## src/rtl/tod_pkg.sv

```systemverilog
// Shared constants and display helpers for the time-of-day counter.
package tod_pkg;

  localparam int SEC_MOD_D  = 60;
  localparam int MIN_MOD_D  = 60;
  localparam int HOUR_MOD_D = 24;
  localparam int SEC_W_D    = 6;
  localparam int MIN_W_D    = 6;
  localparam int HOUR_W_D   = 5;

  // Two-digit BCD value; tens never exceeds 7 for any field this block drives.
  typedef struct packed {
    logic [2:0] tens;
    logic [3:0] units;
  } bcd2_t;

  function automatic bcd2_t to_bcd2(input logic [7:0] v);
    bcd2_t r;
    r.tens  = 3'(v / 8'd10);
    r.units = 4'(v % 8'd10);
    return r;
  endfunction

  // 24 h style count to 12 h style display; a zero remainder shows as 'half'.
  function automatic logic [7:0] hour_to_12(input logic [7:0] h, input logic [7:0] half);
    logic [7:0] hm;
    hm = h % half;
    return (hm == 8'd0) ? half : hm;
  endfunction

endpackage

```

## src/rtl/time_of_day_counter_if.sv

```systemverilog
// Control, load and display bundle of the time-of-day counter.
interface time_of_day_counter_if
  import tod_pkg::*;
#(
  parameter int SEC_W  = SEC_W_D,
  parameter int MIN_W  = MIN_W_D,
  parameter int HOUR_W = HOUR_W_D
);
  logic              en;
  logic              adj_sec;
  logic              adj_min;
  logic              adj_hour;
  logic              updown;
  logic              mode12;
  logic              load;
  logic [SEC_W-1:0]  load_sec;
  logic [MIN_W-1:0]  load_min;
  logic [HOUR_W-1:0] load_hour;
  logic              load_err;
  logic [SEC_W-1:0]  seconds;
  logic [MIN_W-1:0]  minutes;
  logic [HOUR_W-1:0] hours;
  logic [3:0]        seconds_units;
  logic [2:0]        seconds_tens;
  logic [3:0]        minutes_units;
  logic [2:0]        minutes_tens;
  logic [3:0]        hours_units;
  logic [1:0]        hours_tens;
  logic              pm;
  logic              day_tick;

  modport master (
    output en, adj_sec, adj_min, adj_hour, updown, mode12,
           load, load_sec, load_min, load_hour,
    input  load_err, seconds, minutes, hours,
           seconds_units, seconds_tens, minutes_units, minutes_tens,
           hours_units, hours_tens, pm, day_tick
  );

  modport slave (
    input  en, adj_sec, adj_min, adj_hour, updown, mode12,
           load, load_sec, load_min, load_hour,
    output load_err, seconds, minutes, hours,
           seconds_units, seconds_tens, minutes_units, minutes_tens,
           hours_units, hours_tens, pm, day_tick
  );
endinterface

```

## src/rtl/mod_counter.sv

```systemverilog
// One wrapping field counter (0..MOD-1) with load, increment and decrement.
module mod_counter #(
  parameter int MOD = 60,
  parameter int W   = 6
) (
  input  logic         clk,
  input  logic         reset,
  input  logic         inc,
  input  logic         dec,
  input  logic         ld,
  input  logic [W-1:0] ld_val,
  output logic [W-1:0] count,
  output logic         wrap_up
);
  localparam logic [W-1:0] MAX = W'(MOD - 1);

  // Carry out: this increment takes the field from MAX back to zero.
  assign wrap_up = inc && (count == MAX);

  // Field state: load wins over stepping; the caller never asserts inc and dec together.
  always_ff @(posedge clk or posedge reset) begin
    if (reset) begin
      count <= '0;
    end else if (ld) begin
      count <= ld_val;
    end else if (inc) begin
      count <= (count == MAX) ? '0 : count + 1'b1;
    end else if (dec) begin
      count <= (count == '0) ? MAX : count - 1'b1;
    end
  end
endmodule

```

## src/rtl/time_of_day_counter.sv

```systemverilog
// Hours/minutes/seconds timekeeper: run, set and load modes with BCD and 12 h display.
module time_of_day_counter
  import tod_pkg::*;
#(
  parameter int SEC_MOD  = SEC_MOD_D,
  parameter int MIN_MOD  = MIN_MOD_D,
  parameter int HOUR_MOD = HOUR_MOD_D,
  parameter int SEC_W    = SEC_W_D,
  parameter int MIN_W    = MIN_W_D,
  parameter int HOUR_W   = HOUR_W_D
) (
  input logic                  clk,
  input logic                  reset,
  time_of_day_counter_if.slave bus
);
  localparam logic [7:0] HALF = 8'(HOUR_MOD / 2);

  logic              load_ok, load_go, run, adj;
  logic              sec_wrap, min_wrap, hour_wrap;
  logic [SEC_W-1:0]  sec_count;
  logic [MIN_W-1:0]  min_count;
  logic [HOUR_W-1:0] hour_count;
  logic [7:0]        hour_disp;
  bcd2_t             s_bcd, m_bcd, h_bcd;
  logic              unused_hour_tens_msb;

  // Load has priority over the tick, the tick over the adjust strobes.
  assign load_ok = (32'(bus.load_sec) < SEC_MOD) && (32'(bus.load_min) < MIN_MOD)
                && (32'(bus.load_hour) < HOUR_MOD);
  assign load_go = bus.load && load_ok;
  assign run     = bus.en && !bus.load;
  assign adj     = !bus.en && !bus.load;

  mod_counter #(.MOD(SEC_MOD), .W(SEC_W)) u_sec (
    .clk(clk), .reset(reset),
    .inc((run) || (adj && bus.adj_sec && bus.updown)),
    .dec(adj && bus.adj_sec && !bus.updown),
    .ld(load_go), .ld_val(bus.load_sec),
    .count(sec_count), .wrap_up(sec_wrap)
  );

  mod_counter #(.MOD(MIN_MOD), .W(MIN_W)) u_min (
    .clk(clk), .reset(reset),
    .inc((run && sec_wrap) || (adj && bus.adj_min && bus.updown)),
    .dec(adj && bus.adj_min && !bus.updown),
    .ld(load_go), .ld_val(bus.load_min),
    .count(min_count), .wrap_up(min_wrap)
  );

  mod_counter #(.MOD(HOUR_MOD), .W(HOUR_W)) u_hour (
    .clk(clk), .reset(reset),
    .inc((run && sec_wrap && min_wrap) || (adj && bus.adj_hour && bus.updown)),
    .dec(adj && bus.adj_hour && !bus.updown),
    .ld(load_go), .ld_val(bus.load_hour),
    .count(hour_count), .wrap_up(hour_wrap)
  );

  // Status pulses: rejected load, and full-day wrap in run mode only.
  always_ff @(posedge clk or posedge reset) begin
    if (reset) begin
      bus.load_err <= 1'b0;
      bus.day_tick <= 1'b0;
    end else begin
      bus.load_err <= bus.load && !load_ok;
      bus.day_tick <= run && sec_wrap && min_wrap && hour_wrap;
    end
  end

  assign bus.seconds = sec_count;
  assign bus.minutes = min_count;
  assign bus.hours   = hour_count;

  // Display path is purely combinational from the registered counts.
  assign hour_disp = bus.mode12 ? hour_to_12(8'(hour_count), HALF) : 8'(hour_count);
  assign s_bcd     = to_bcd2(8'(sec_count));
  assign m_bcd     = to_bcd2(8'(min_count));
  assign h_bcd     = to_bcd2(hour_disp);

  assign bus.seconds_units = s_bcd.units;
  assign bus.seconds_tens  = s_bcd.tens;
  assign bus.minutes_units = m_bcd.units;
  assign bus.minutes_tens  = m_bcd.tens;
  assign bus.hours_units   = h_bcd.units;
  assign bus.hours_tens    = h_bcd.tens[1:0];
  assign unused_hour_tens_msb = h_bcd.tens[2];
  assign bus.pm            = (32'(hour_count) >= (HOUR_MOD / 2));
endmodule

```

## src/flat_wrapper.sv

```systemverilog
// flat-port wrapper written by rule: the top's interface ports become plain ports
module time_of_day_counter_flat import tod_pkg::*;
#(
  parameter int SEC_MOD  = SEC_MOD_D,
  parameter int MIN_MOD  = MIN_MOD_D,
  parameter int HOUR_MOD = HOUR_MOD_D,
  parameter int SEC_W    = SEC_W_D,
  parameter int MIN_W    = MIN_W_D,
  parameter int HOUR_W   = HOUR_W_D
)
  (clk, reset, bus_en, bus_adj_sec, bus_adj_min, bus_adj_hour, bus_updown, bus_mode12, bus_load, bus_load_sec, bus_load_min, bus_load_hour, bus_load_err, bus_seconds, bus_minutes, bus_hours, bus_seconds_units, bus_seconds_tens, bus_minutes_units, bus_minutes_tens, bus_hours_units, bus_hours_tens, bus_pm, bus_day_tick);
  time_of_day_counter_if #(.SEC_W(SEC_W), .MIN_W(MIN_W), .HOUR_W(HOUR_W)) bus_i ();
  input logic clk;
  input logic reset;
  input wire logic [$bits(bus_i.en)-1:0] bus_en;
  input wire logic [$bits(bus_i.adj_sec)-1:0] bus_adj_sec;
  input wire logic [$bits(bus_i.adj_min)-1:0] bus_adj_min;
  input wire logic [$bits(bus_i.adj_hour)-1:0] bus_adj_hour;
  input wire logic [$bits(bus_i.updown)-1:0] bus_updown;
  input wire logic [$bits(bus_i.mode12)-1:0] bus_mode12;
  input wire logic [$bits(bus_i.load)-1:0] bus_load;
  input wire logic [$bits(bus_i.load_sec)-1:0] bus_load_sec;
  input wire logic [$bits(bus_i.load_min)-1:0] bus_load_min;
  input wire logic [$bits(bus_i.load_hour)-1:0] bus_load_hour;
  output wire logic [$bits(bus_i.load_err)-1:0] bus_load_err;
  output wire logic [$bits(bus_i.seconds)-1:0] bus_seconds;
  output wire logic [$bits(bus_i.minutes)-1:0] bus_minutes;
  output wire logic [$bits(bus_i.hours)-1:0] bus_hours;
  output wire logic [$bits(bus_i.seconds_units)-1:0] bus_seconds_units;
  output wire logic [$bits(bus_i.seconds_tens)-1:0] bus_seconds_tens;
  output wire logic [$bits(bus_i.minutes_units)-1:0] bus_minutes_units;
  output wire logic [$bits(bus_i.minutes_tens)-1:0] bus_minutes_tens;
  output wire logic [$bits(bus_i.hours_units)-1:0] bus_hours_units;
  output wire logic [$bits(bus_i.hours_tens)-1:0] bus_hours_tens;
  output wire logic [$bits(bus_i.pm)-1:0] bus_pm;
  output wire logic [$bits(bus_i.day_tick)-1:0] bus_day_tick;
  assign bus_i.en = bus_en;
  assign bus_i.adj_sec = bus_adj_sec;
  assign bus_i.adj_min = bus_adj_min;
  assign bus_i.adj_hour = bus_adj_hour;
  assign bus_i.updown = bus_updown;
  assign bus_i.mode12 = bus_mode12;
  assign bus_i.load = bus_load;
  assign bus_i.load_sec = bus_load_sec;
  assign bus_i.load_min = bus_load_min;
  assign bus_i.load_hour = bus_load_hour;
  assign bus_load_err = bus_i.load_err;
  assign bus_seconds = bus_i.seconds;
  assign bus_minutes = bus_i.minutes;
  assign bus_hours = bus_i.hours;
  assign bus_seconds_units = bus_i.seconds_units;
  assign bus_seconds_tens = bus_i.seconds_tens;
  assign bus_minutes_units = bus_i.minutes_units;
  assign bus_minutes_tens = bus_i.minutes_tens;
  assign bus_hours_units = bus_i.hours_units;
  assign bus_hours_tens = bus_i.hours_tens;
  assign bus_pm = bus_i.pm;
  assign bus_day_tick = bus_i.day_tick;
  time_of_day_counter #(.SEC_MOD(SEC_MOD), .MIN_MOD(MIN_MOD), .HOUR_MOD(HOUR_MOD), .SEC_W(SEC_W), .MIN_W(MIN_W), .HOUR_W(HOUR_W)) u_core (.clk(clk), .reset(reset), .bus(bus_i));
endmodule
```

## config.mk

```make
export PLATFORM = sky130hd
export DESIGN_NAME = time_of_day_counter_flat
export DESIGN_NICKNAME = d
export VERILOG_FILES = /design/src/rtl/tod_pkg.sv /design/src/rtl/time_of_day_counter_if.sv /design/src/rtl/mod_counter.sv /design/src/rtl/time_of_day_counter.sv /design/src/flat_wrapper.sv
export SDC_FILE = /design/constraint.sdc
export NUM_CORES = 1
export LEC_CHECK = 0
export BUFFER_PORTS_ARGS = -buffer_cell sky130_fd_sc_hd__clkbuf_2
export CAP_MARGIN = 20
export CORE_UTILIZATION = 25
export CTS_CLUSTER_DIAMETER = 80
export CTS_CLUSTER_SIZE = 10
export DETAILED_ROUTE_END_ITERATION = 7
export RECOVER_POWER = 25
export SKIP_CTS_REPAIR_TIMING = 1
export SYNTH_ARGS = -nofsm -noshare
export SYNTH_HDL_FRONTEND = slang
export SYNTH_SLANG_ARGS = --single-unit
```

## constraint.sdc

```tcl
create_clock -name clk -period 4.53 [get_ports clk]
set_input_delay 0.906 -clock clk [delete_from_list [all_inputs] [get_ports clk]]
set_output_delay 0.906 -clock clk [all_outputs]
set_load 0.03 [all_outputs]
```

==> results of run 1 <==
-- state kept, by name (all words and copies together), names as in the netlist --
signal,count
u_core.u_min.count,6
u_core.u_hour.count,5
u_core.bus.day_tick,1
u_core.u_sec.count,6
u_core.bus.load_err,1
-- cells in the final DEF, fill, tap and decap left out, types with 7 or more instances in the layout --
cell and instances:
nand4_1 7, xnor2_1 11, nor3_1 7, dfrtp_1 19
nand2_1 39, nand3_1 15, a21oi_1 39, inv_1 21
o22ai_1 7, ha_1 17, nor2_1 41, o21ai_0 35
nor2b_1 11, clkbuf_2 64, mux2i_1 8
-- routing by layer --
metal	share of wire	routed length (um)
met4	0.0039	31
met2	0.47	3710
met3	0.052	411
met5	0	0
met1	0.47	3720
-- logic make-up after synthesis --
family / after synthesis
AOI/OAI and AO/OA: 135
DFF: 19
muxes: 9
and+or+nand+nor: 143
adders and majority gates: 18
buffers and inverters: 49
xor gates and xnor gates: 11
-- power by group through the flow --
stage	registers [mW]	logic, mW	clock network (mW)
after detailed placement	0.315	0.897	0
after global routing	0.325	0.988	0.139
after global placement	0.313	0.890	0
after CTS	0.312	0.901	0.129
final	0.313	0.900	0.125
after floorplan	0.297	0.705	0
-- path summary, 6_finish.rpt --
check,startpoint,endpoint,slack [ns],depth (start not counted)
worst max-delay path,u_core.u_sec.count[4],bus_seconds_units[3],0.46,9
worst min-delay path,u_core.u_hour.count[0],u_core.u_hour.count[0],0.68,2
worst max register to register,u_core.u_sec.count[0],u_core.u_hour.count[2],2.05,6
worst min register to register,u_core.u_hour.count[0],u_core.u_hour.count[0],0.68,2
max in group asynchronous,reset,u_core.u_hour.count[2],3.27,2
min in group asynchronous,reset,u_core.u_sec.count[1],0.76,2
-- worst reg2reg max path: cells and delay by family, from the launching register on --
family | cells | cell delay, ns
AO/OA/AOI/OAI | 3 | 0.99
flip-flops | 1 | 0.58
AND/OR/NAND/NOR | 2 | 0.52
adder cells (fa/ha/maj) | 1 | 0.32
-- per-stage QoR --
| step | utilization | setup slack [ns] |
|---|---|---|
| 3_3_place_gp | 0.292 | 0.933 |
| 2_1_floorplan | - | 0.705 |
| 5_1_grt | 0.297 | 0.177 |
| 4_1_cts | 0.297 | 0.513 |
| 6_report | 0.297 | 0.464 |
| 3_5_place_dp | 0.292 | 0.842 |
-- layout make-up --
class,count,area (um^2)
Inverter,21,78.8
Clock buffer,3,41.3
Sequential cell,19,475
Multi-Input combinational cell,316,1960
Clock inverter,1,5.00
Tap cell,136,170
Timing Repair Buffer,66,332
Fill cell,1126,7260
==> impl_metrics.env, run 1 <==
export IMPL_drc=0
export IMPL_finalSetupTns_ns=0
export IMPL_outcome="complete, no violations"
export IMPL_synth_commonest_cells="nor2_1, a21oi_1, nand2_1"
export IMPL_wirelength_um=7870
export IMPL_critPathMaxFanout=20
export IMPL_synth_nets=427
export IMPL_place_inst=558
export IMPL_syn2layout_area_growth_pct=15.4
export IMPL_drt_pass1_iterations=5
export IMPL_routed_wire_length_per_instance_um=14.0
export IMPL_die_w_um=105
export IMPL_synth_edff_count=0
export IMPL_fin_total_pwr_mw=1.34
export IMPL_drt_iter0_drc=230
export IMPL_yosys_area_top_type="dfrtp_1"
export IMPL_io_buffer_count=65
export IMPL_async_reset_ff_frac=1.00
export IMPL_power_leakage_nw=1.35
export IMPL_cts_tree="built"
export IMPL_combPwrFrac=0.673
export IMPL_postRouteAntennaNets=0
export IMPL_n_antenna_cell=0
export IMPL_grt_util_all_layers=0.144
export IMPL_syn_area_um2=2660
export IMPL_vias=2968
export IMPL_final_nets=470
export IMPL_start_util=0.257
export IMPL_clock_sinks=19
export IMPL_grt_pass1_wl_um=13200
export IMPL_synth_xor_area_frac=0.0363
export IMPL_p_seq_frac=0.234
export IMPL_design_area_um2=3060
export IMPL_use_met3=0.0200
export IMPL_vdd_drop_max_mv=0.187
export IMPL_worstSetupStartpointType="flop"
export IMPL_crit_arrival_ns=3.16
export IMPL_io_pins=66
export IMPL_grt_overflow_total=0
export IMPL_post_route_period_util=0.897
export IMPL_synthMuxAreaShare=0.0358
export IMPL_hold_path_class="flop to flop"
export IMPL_grtUsageMet1=0.206
export IMPL_gp_congestion=0.816
export IMPL_grt_busiest_layer="met2"
export IMPL_coreArea_um2=10300
export IMPL_worst_path_buf_inv=2
export IMPL_antenna_found_initial=0
export IMPL_slew_viol_final=0
export IMPL_critPathKind="flop to output pin"
export IMPL_cts_buffers=3
export IMPL_finalSetupViolations=0
export IMPL_grt_start_max_net_pins=28
export IMPL_yosysUniqueCellTypes=61
export IMPL_first_global_vias=2689
export IMPL_syn_avg_cell_area_um2=6.92
export IMPL_skew_ns=0.00176
export IMPL_yosys_warnings=0
export IMPL_synth_top_family_by_area="compound AO/OA/AOI/OAI gates"
export IMPL_htree_levels=1
export IMPL_clockBufferDepth=2
export IMPL_die_h_um=105
export IMPL_clk_pin_slew_ns=0.08
export IMPL_period_needed_ns=4.07
export IMPL_internal_power_uw=577
export IMPL_root_buffer="clkbuf_8"
export IMPL_drive_above_1_share=0.176
export IMPL_synth_fa_ha_area_frac=0.0838
export IMPL_dpl_hpwl_um=5790
export IMPL_timing_max_cap_violations=0
export IMPL_swShare=0.569
export IMPL_yosys_top_cells_area="dfrtp_1, ha_1, a21oi_1"
export IMPL_hold_viol=0
export IMPL_cp_top_family="flip-flops"
export IMPL_place_area_um2=3020
export IMPL_synthSimpleGateAreaFrac=0.262
export IMPL_required_ns=3.62
export IMPL_clkLatencyLatePin_ns=0.26
export IMPL_cp_end_kind="output pin"
export IMPL_synth_ff_type="dfrtp_1"
export IMPL_switchingPower_uw=761
export IMPL_die_area_um2=11000
export IMPL_slowest_stage="dfrtp_1"
export IMPL_use_met2=0.230
export IMPL_powerDensity_nw_per_um2=437
export IMPL_rows=37
export IMPL_clockPowerShare=0.093
export IMPL_worstMarginPinSlew_ns=0.984
export IMPL_yosys_area_top_type_share=0.179
export IMPL_synth_compound_area_frac=0.320
export IMPL_ys_seq_elements=19
export IMPL_final_cells=562
export IMPL_vias_per_cell=5.28
export IMPL_path_cells="inv_1 > ha_1 > o21ai_0 > and3_1 > o22ai_1 > ha_1 > nor2b_1 > xnor2_1 > clkbuf_2"
export IMPL_whs_ns=0.679
export IMPL_timing_slew_headroom=0.342
export IMPL_synth_seq_area_share=0.179
export IMPL_rsz0062_at_grt="no"
export IMPL_crit_top_cell="ha_1"
export IMPL_slowest_delay_ns=0.75
export IMPL_yosysMostFrequentCell="nor2_1"
export IMPL_synthCells=384
export IMPL_fmax_mhz=246
Note: power is estimated with default switching activity, not from simulation.
==> run 2, diff against run 1 <==
CAP_MARGIN = unset   (was 20)
PLACE_DENSITY = 0.54   (was unset)
==> run 2 against run 1 <==
Via count grew 0.20%. Power rose by 0.47%. Flip-flop and latch count stayed put. Sequential power decreased by 7.7%. Final cell count grew 0.36%. Global-route usage barely moved. Design area increased by 0.49%. Largest power group unchanged.
==> impl_metrics.env, run 2 (same netlist as run 1, synthesis figures left out) <==
export IMPL_outcome="complete, no violations"
export IMPL_timing_max_cap_violations=0
export IMPL_n_antenna_cell=0
export IMPL_finalSetupTns_ns=0
export IMPL_die_area_um2=11000
export IMPL_drc=0
export IMPL_grt_pass1_wl_um=13100
export IMPL_vdd_drop_max_mv=0.203
export IMPL_dpl_hpwl_um=5850
export IMPL_postRouteAntennaNets=0
export IMPL_wirelength_um=7970
export IMPL_whs_ns=0.672
export IMPL_final_common_cell="clkbuf_2"
export IMPL_grt_busiest_layer="met2"
export IMPL_grt_start_max_net_pins=28
export IMPL_die_w_um=105
export IMPL_drt_iter0_drc=202
export IMPL_rsz0062_at_grt="no"
export IMPL_drt_pass1_iterations=5
export IMPL_start_util=0.257
export IMPL_cts_buffers=3
export IMPL_reg_largest_list="u_core.u_min.count: 6 flops, u_core.u_sec.count: 6 flops, u_core.u_hour.count: 5 flops"
export IMPL_grtUsageMet1=0.196
export IMPL_worstSetupStartpointType="flop"
export IMPL_power_leakage_nw=1.36
export IMPL_vias_per_cell=5.27
export IMPL_clkLatencyLatePin_ns=0.26
export IMPL_grt_overflow_total=0
export IMPL_critPathMaxFanout=20
export IMPL_fmax_mhz=269
export IMPL_rows=37
export IMPL_clk_pin_slew_ns=0.07
export IMPL_cts_tree="built"
export IMPL_routed_wire_length_per_instance_um=14.1
export IMPL_io_buffer_count=65
export IMPL_skew_ns=0.00452
export IMPL_timing_slew_headroom=0.310
export IMPL_final_nets=472
export IMPL_root_buffer="clkbuf_8"
export IMPL_hold_path_class="flop to flop"
export IMPL_critPathKind="flop to output pin"
export IMPL_use_met3=0.0243
export IMPL_worstMarginPinSlew_ns=1.03
export IMPL_hold_viol=0
export IMPL_period_needed_ns=3.72
export IMPL_clockBufferDepth=2
export IMPL_powerDensity_nw_per_um2=437
export IMPL_antenna_found_initial=0
export IMPL_drive_above_1_share=0.180
export IMPL_use_met2=0.237
export IMPL_slew_viol_final=0
export IMPL_cp_end_kind="output pin"
export IMPL_post_route_period_util=0.822
export IMPL_crit_arrival_ns=2.82
export IMPL_syn2layout_area_growth_pct=15.9
export IMPL_finalSetupViolations=0
export IMPL_required_ns=3.62
export IMPL_htree_levels=1
export IMPL_clock_sinks=19
export IMPL_die_h_um=105
export IMPL_coreArea_um2=10300
export IMPL_vias=2974
export IMPL_fill_cells=1126
export IMPL_first_global_vias=2630
export IMPL_gp_congestion=0.824
export IMPL_final_cell_mix="clkbuf_2, nor2_1, nand2_1, a21oi_1, o21ai_0"
export IMPL_grt_util_all_layers=0.144
export IMPL_io_pins=66
run 2: cell types whose count changed in the layout (fill, tap and decap cells not counted):
cell   change
buf_4      +2
run 2: report_power, final:
| group | total [mW] | internal [mW] | leakage (nW) | switching [mW] |
|---|---|---|---|---|
| logic | 0.933 | 0.324 | 1.10 | 0.609 |
| registers | 0.289 | 0.197 | 0.227 | 0.0917 |
| clock network | 0.122 | 0.0612 | 0.0255 | 0.0609 |
run 2: worst max-delay path, stage by stage (launching register included):
cell and delay [ns]:
dfrtp_1 0.37, buf_4 0.20, inv_1 0.21, ha_1 0.24, a21oi_1 0.07, o21ai_0 0.44
and3_1 0.24, o22ai_1 0.10, ha_1 0.20, nor2b_1 0.14, xnor2_1 0.13, clkbuf_2 0.22
run 2: final timing paths:
kind                                        start                     end  slack, ns  cells after the start
hold reg to reg            u_core.u_hour.count[0]  u_core.u_hour.count[0]       0.67                      2
setup / recovery            u_core.u_sec.count[4]    bus_seconds_units[3]       0.81                     11
max in group asynchronous                   reset     u_core.bus.day_tick       3.25                      2
hold / removal             u_core.u_hour.count[0]  u_core.u_hour.count[0]       0.67                      2
setup reg to reg            u_core.u_sec.count[1]  u_core.u_hour.count[2]       2.01                      6
min in group asynchronous                   reset   u_core.u_sec.count[5]       0.78                      2
run 2: area by class of cell:
cell class              instances  area, um^2  share of cell area
multi-input cells             316        1960               0.637
clock buffers                   3        41.3              0.0134
well taps                     136         170              0.0553
inverters                      21        78.8              0.0256
clock inverters                 1        5.00             0.00163
repair buffers                 68         347               0.113
flip-flops and latches         19         475               0.154
run 2: stage by stage:
stage / instance area (um^2) / std cells / util / total power, mW / worst slack (ns)
floorplan: 2660 / 384 / - / 1.00 / 0.705
global placement: 3030 / 560 / 0.294 / 1.21 / 1.16
detailed placement: 3030 / 560 / 0.294 / 1.22 / 1.08
CTS: 3080 / 564 / 0.298 / 1.35 / 0.822
global route: 3080 / 564 / 0.298 / 1.46 / 0.600
finish: 3080 / 564 / 0.298 / 1.34 / 0.808
run 2: metal layers:
layer	wire length, um	vias up
met4	69	0
met2	3720	94
met1	3760	1390
li1	-	1481
met5	0	-
met3	424	9
==> run 3, diff against run 2 <==
PLACE_DENSITY = 0.55   (was 0.54)
clock period = 3.3 ns   (was 4.53 ns; I/O delays follow)
==> run 3 against run 2 <==
Power grew 42%. Via count grew 0.64%. Critical path depth decreased by 1. Register-to-register slack got worse by 1.1 ns. Routed wire length is 2.3% higher.
==> impl_metrics.env, run 3 (same netlist as run 1, synthesis figures left out) <==
export IMPL_drive_above_1_share=0.206
export IMPL_slew_viol_final=0
export IMPL_vias=2993
export IMPL_dpl_hpwl_um=6170
export IMPL_cts_tree="built"
export IMPL_coreArea_um2=10300
export IMPL_worstSetupStartpointType="flop"
export IMPL_gp_congestion=0.830
export IMPL_rsz0062_at_grt="no"
export IMPL_required_ns=2.64
export IMPL_crit_path_start="u_core.u_sec.count[4]"
export IMPL_postRouteAntennaNets=0
export IMPL_r2r_start="u_core.u_sec.count[2]"
export IMPL_reg2regPathDepth=6
export IMPL_finalSetupViolations=0
export IMPL_reg_largest_list="u_core.u_min.count: 6 flops, u_core.u_sec.count: 6 flops, u_core.u_hour.count: 5 flops"
export IMPL_cts_buffers=3
export IMPL_rr_endpoint="u_core.u_hour.count[2]"
export IMPL_drc=0
export IMPL_vias_per_cell=5.22
export IMPL_drt_pass1_iterations=4
export IMPL_timing_max_cap_violations=0
export IMPL_grt_overflow_total=0
export IMPL_first_global_vias=2643
export IMPL_clkLatencyLatePin_ns=0.26
export IMPL_powerDensity_nw_per_um2=604
export IMPL_n_antenna_cell=0
export IMPL_layout_setup_ws_ns=0.146
export IMPL_worstMarginPinSlew_ns=0.806
export IMPL_clk_pin_slew_ns=0.09
export IMPL_hold_viol=0
export IMPL_final_cell_mix="clkbuf_2, nor2_1, nand2_1, a21oi_1, o21ai_0"
export IMPL_root_buffer="clkbuf_8"
export IMPL_period_needed_ns=3.15
export IMPL_cp_endpoint="bus_seconds_units[3]"
export IMPL_final_nets=481
export IMPL_post_route_period_util=0.956
export IMPL_place_inst=569
export IMPL_fill_cells=1141
export IMPL_grt_util_all_layers=0.143
export IMPL_seq_area_um2=477
export IMPL_start_util=0.257
export IMPL_hold_path_class="primary input to asynchronous set/reset pin"
export IMPL_multi_input_area_um2=1980
export IMPL_syn2layout_area_growth_pct=19.2
export IMPL_critPathMaxFanout=8
export IMPL_final_cells=573
export IMPL_vdd_drop_max_mv=0.299
export IMPL_io_buffer_count=65
export IMPL_routed_wire_length_per_instance_um=14.2
export IMPL_clockBufferDepth=2
export IMPL_drt_iter0_drc=194
export IMPL_crit_arrival_ns=2.49
export IMPL_htree_levels=1
export IMPL_timing_slew_headroom=0.462
export IMPL_cp_end_kind="output pin"
export IMPL_r2r_slack_ns=0.87
export IMPL_die_h_um=105
export IMPL_pre_cts_ws_ns=0.227
export IMPL_critPathKind="flop to output pin"
export IMPL_rows=37
export IMPL_skew_ns=0.00397
export IMPL_outcome="complete, no violations"
export IMPL_final_core_util=0.307
export IMPL_grt_start_max_net_pins=22
export IMPL_fmax_mhz=317
export IMPL_antenna_found_initial=0
export IMPL_grt_pass1_wl_um=13100
export IMPL_wirelength_um=8150
export IMPL_power_leakage_nw=1.41
export IMPL_die_w_um=105
export IMPL_clock_sinks=19
export IMPL_io_pins=66
export IMPL_final_common_cell="clkbuf_2"
export IMPL_die_area_um2=11000
run 3: critical path, stage by stage (launching register included):
cell      delay (ns)
dfrtp_1         0.38
inv_1           0.20
ha_1            0.35
nor3b_1         0.18
o21ai_0         0.13
nand2_1         0.13
o22ai_1         0.10
ha_1            0.21
nor2b_1         0.19
xnor2_2         0.13
clkbuf_2        0.22
run 3: per-layer routing:
layer | wire length [um] | share of wire | vias to the layer above | global-route usage
met2 | 3810 | 0.47 | 96 | 0.232
met3 | 414 | 0.051 | 12 | 0.0200
met4 | 139 | 0.017 | 0 | 0.0352
met1 | 3780 | 0.46 | 1385 | 0.199
met5 | 0 | 0 | - | 0
li1 | - | - | 1500 | -
run 3: report_power, final:
part | switching [mW] | total, mW | internal [mW]
Clock | 0.0955 | 0.180 | 0.0843
Sequential | 0.0943 | 0.367 | 0.272
Combinational | 0.887 | 1.37 | 0.479
run 3: cell type report:
cell class | count | area share
timing repair buffer | 77 | 0.131
tap | 136 | 0.0538
clock inverter | 1 | 0.00158
multi-input combinational | 316 | 0.625
sequential | 19 | 0.151
clock buffer | 3 | 0.0130
inverter | 21 | 0.0249
run 3: stage by stage:
step / setup TNS, ns / area, um^2 / hold WS, ns / power (mW)
final: 0 / 3170 / 0.519 / 1.91
after detailed placement: 0 / 3110 / 0.657 / 1.72
after global routing: 0 / 3170 / 0.609 / 2.05
after global placement: 0 / 3110 / 0.653 / 1.71
after CTS: -0.0799 / 3160 / 0.569 / 1.90
after floorplan: -0.367 / 2660 / 0.611 / 1.39
run 3: worst min-delay path by stage:
stage | depth (start not counted) | slack, ns | start | to
after floorplan | 1 | 0.61 | reset | u_core.bus.day_tick
after global placement | 2 | 0.65 | u_core.u_hour.count[0] | u_core.u_hour.count[0]
after detailed placement | 2 | 0.66 | u_core.u_hour.count[0] | u_core.u_hour.count[0]
after CTS | 2 | 0.57 | reset | u_core.u_hour.count[0]
after global routing | 2 | 0.61 | reset | u_core.u_hour.count[0]
final | 2 | 0.52 | reset | u_core.u_sec.count[0]
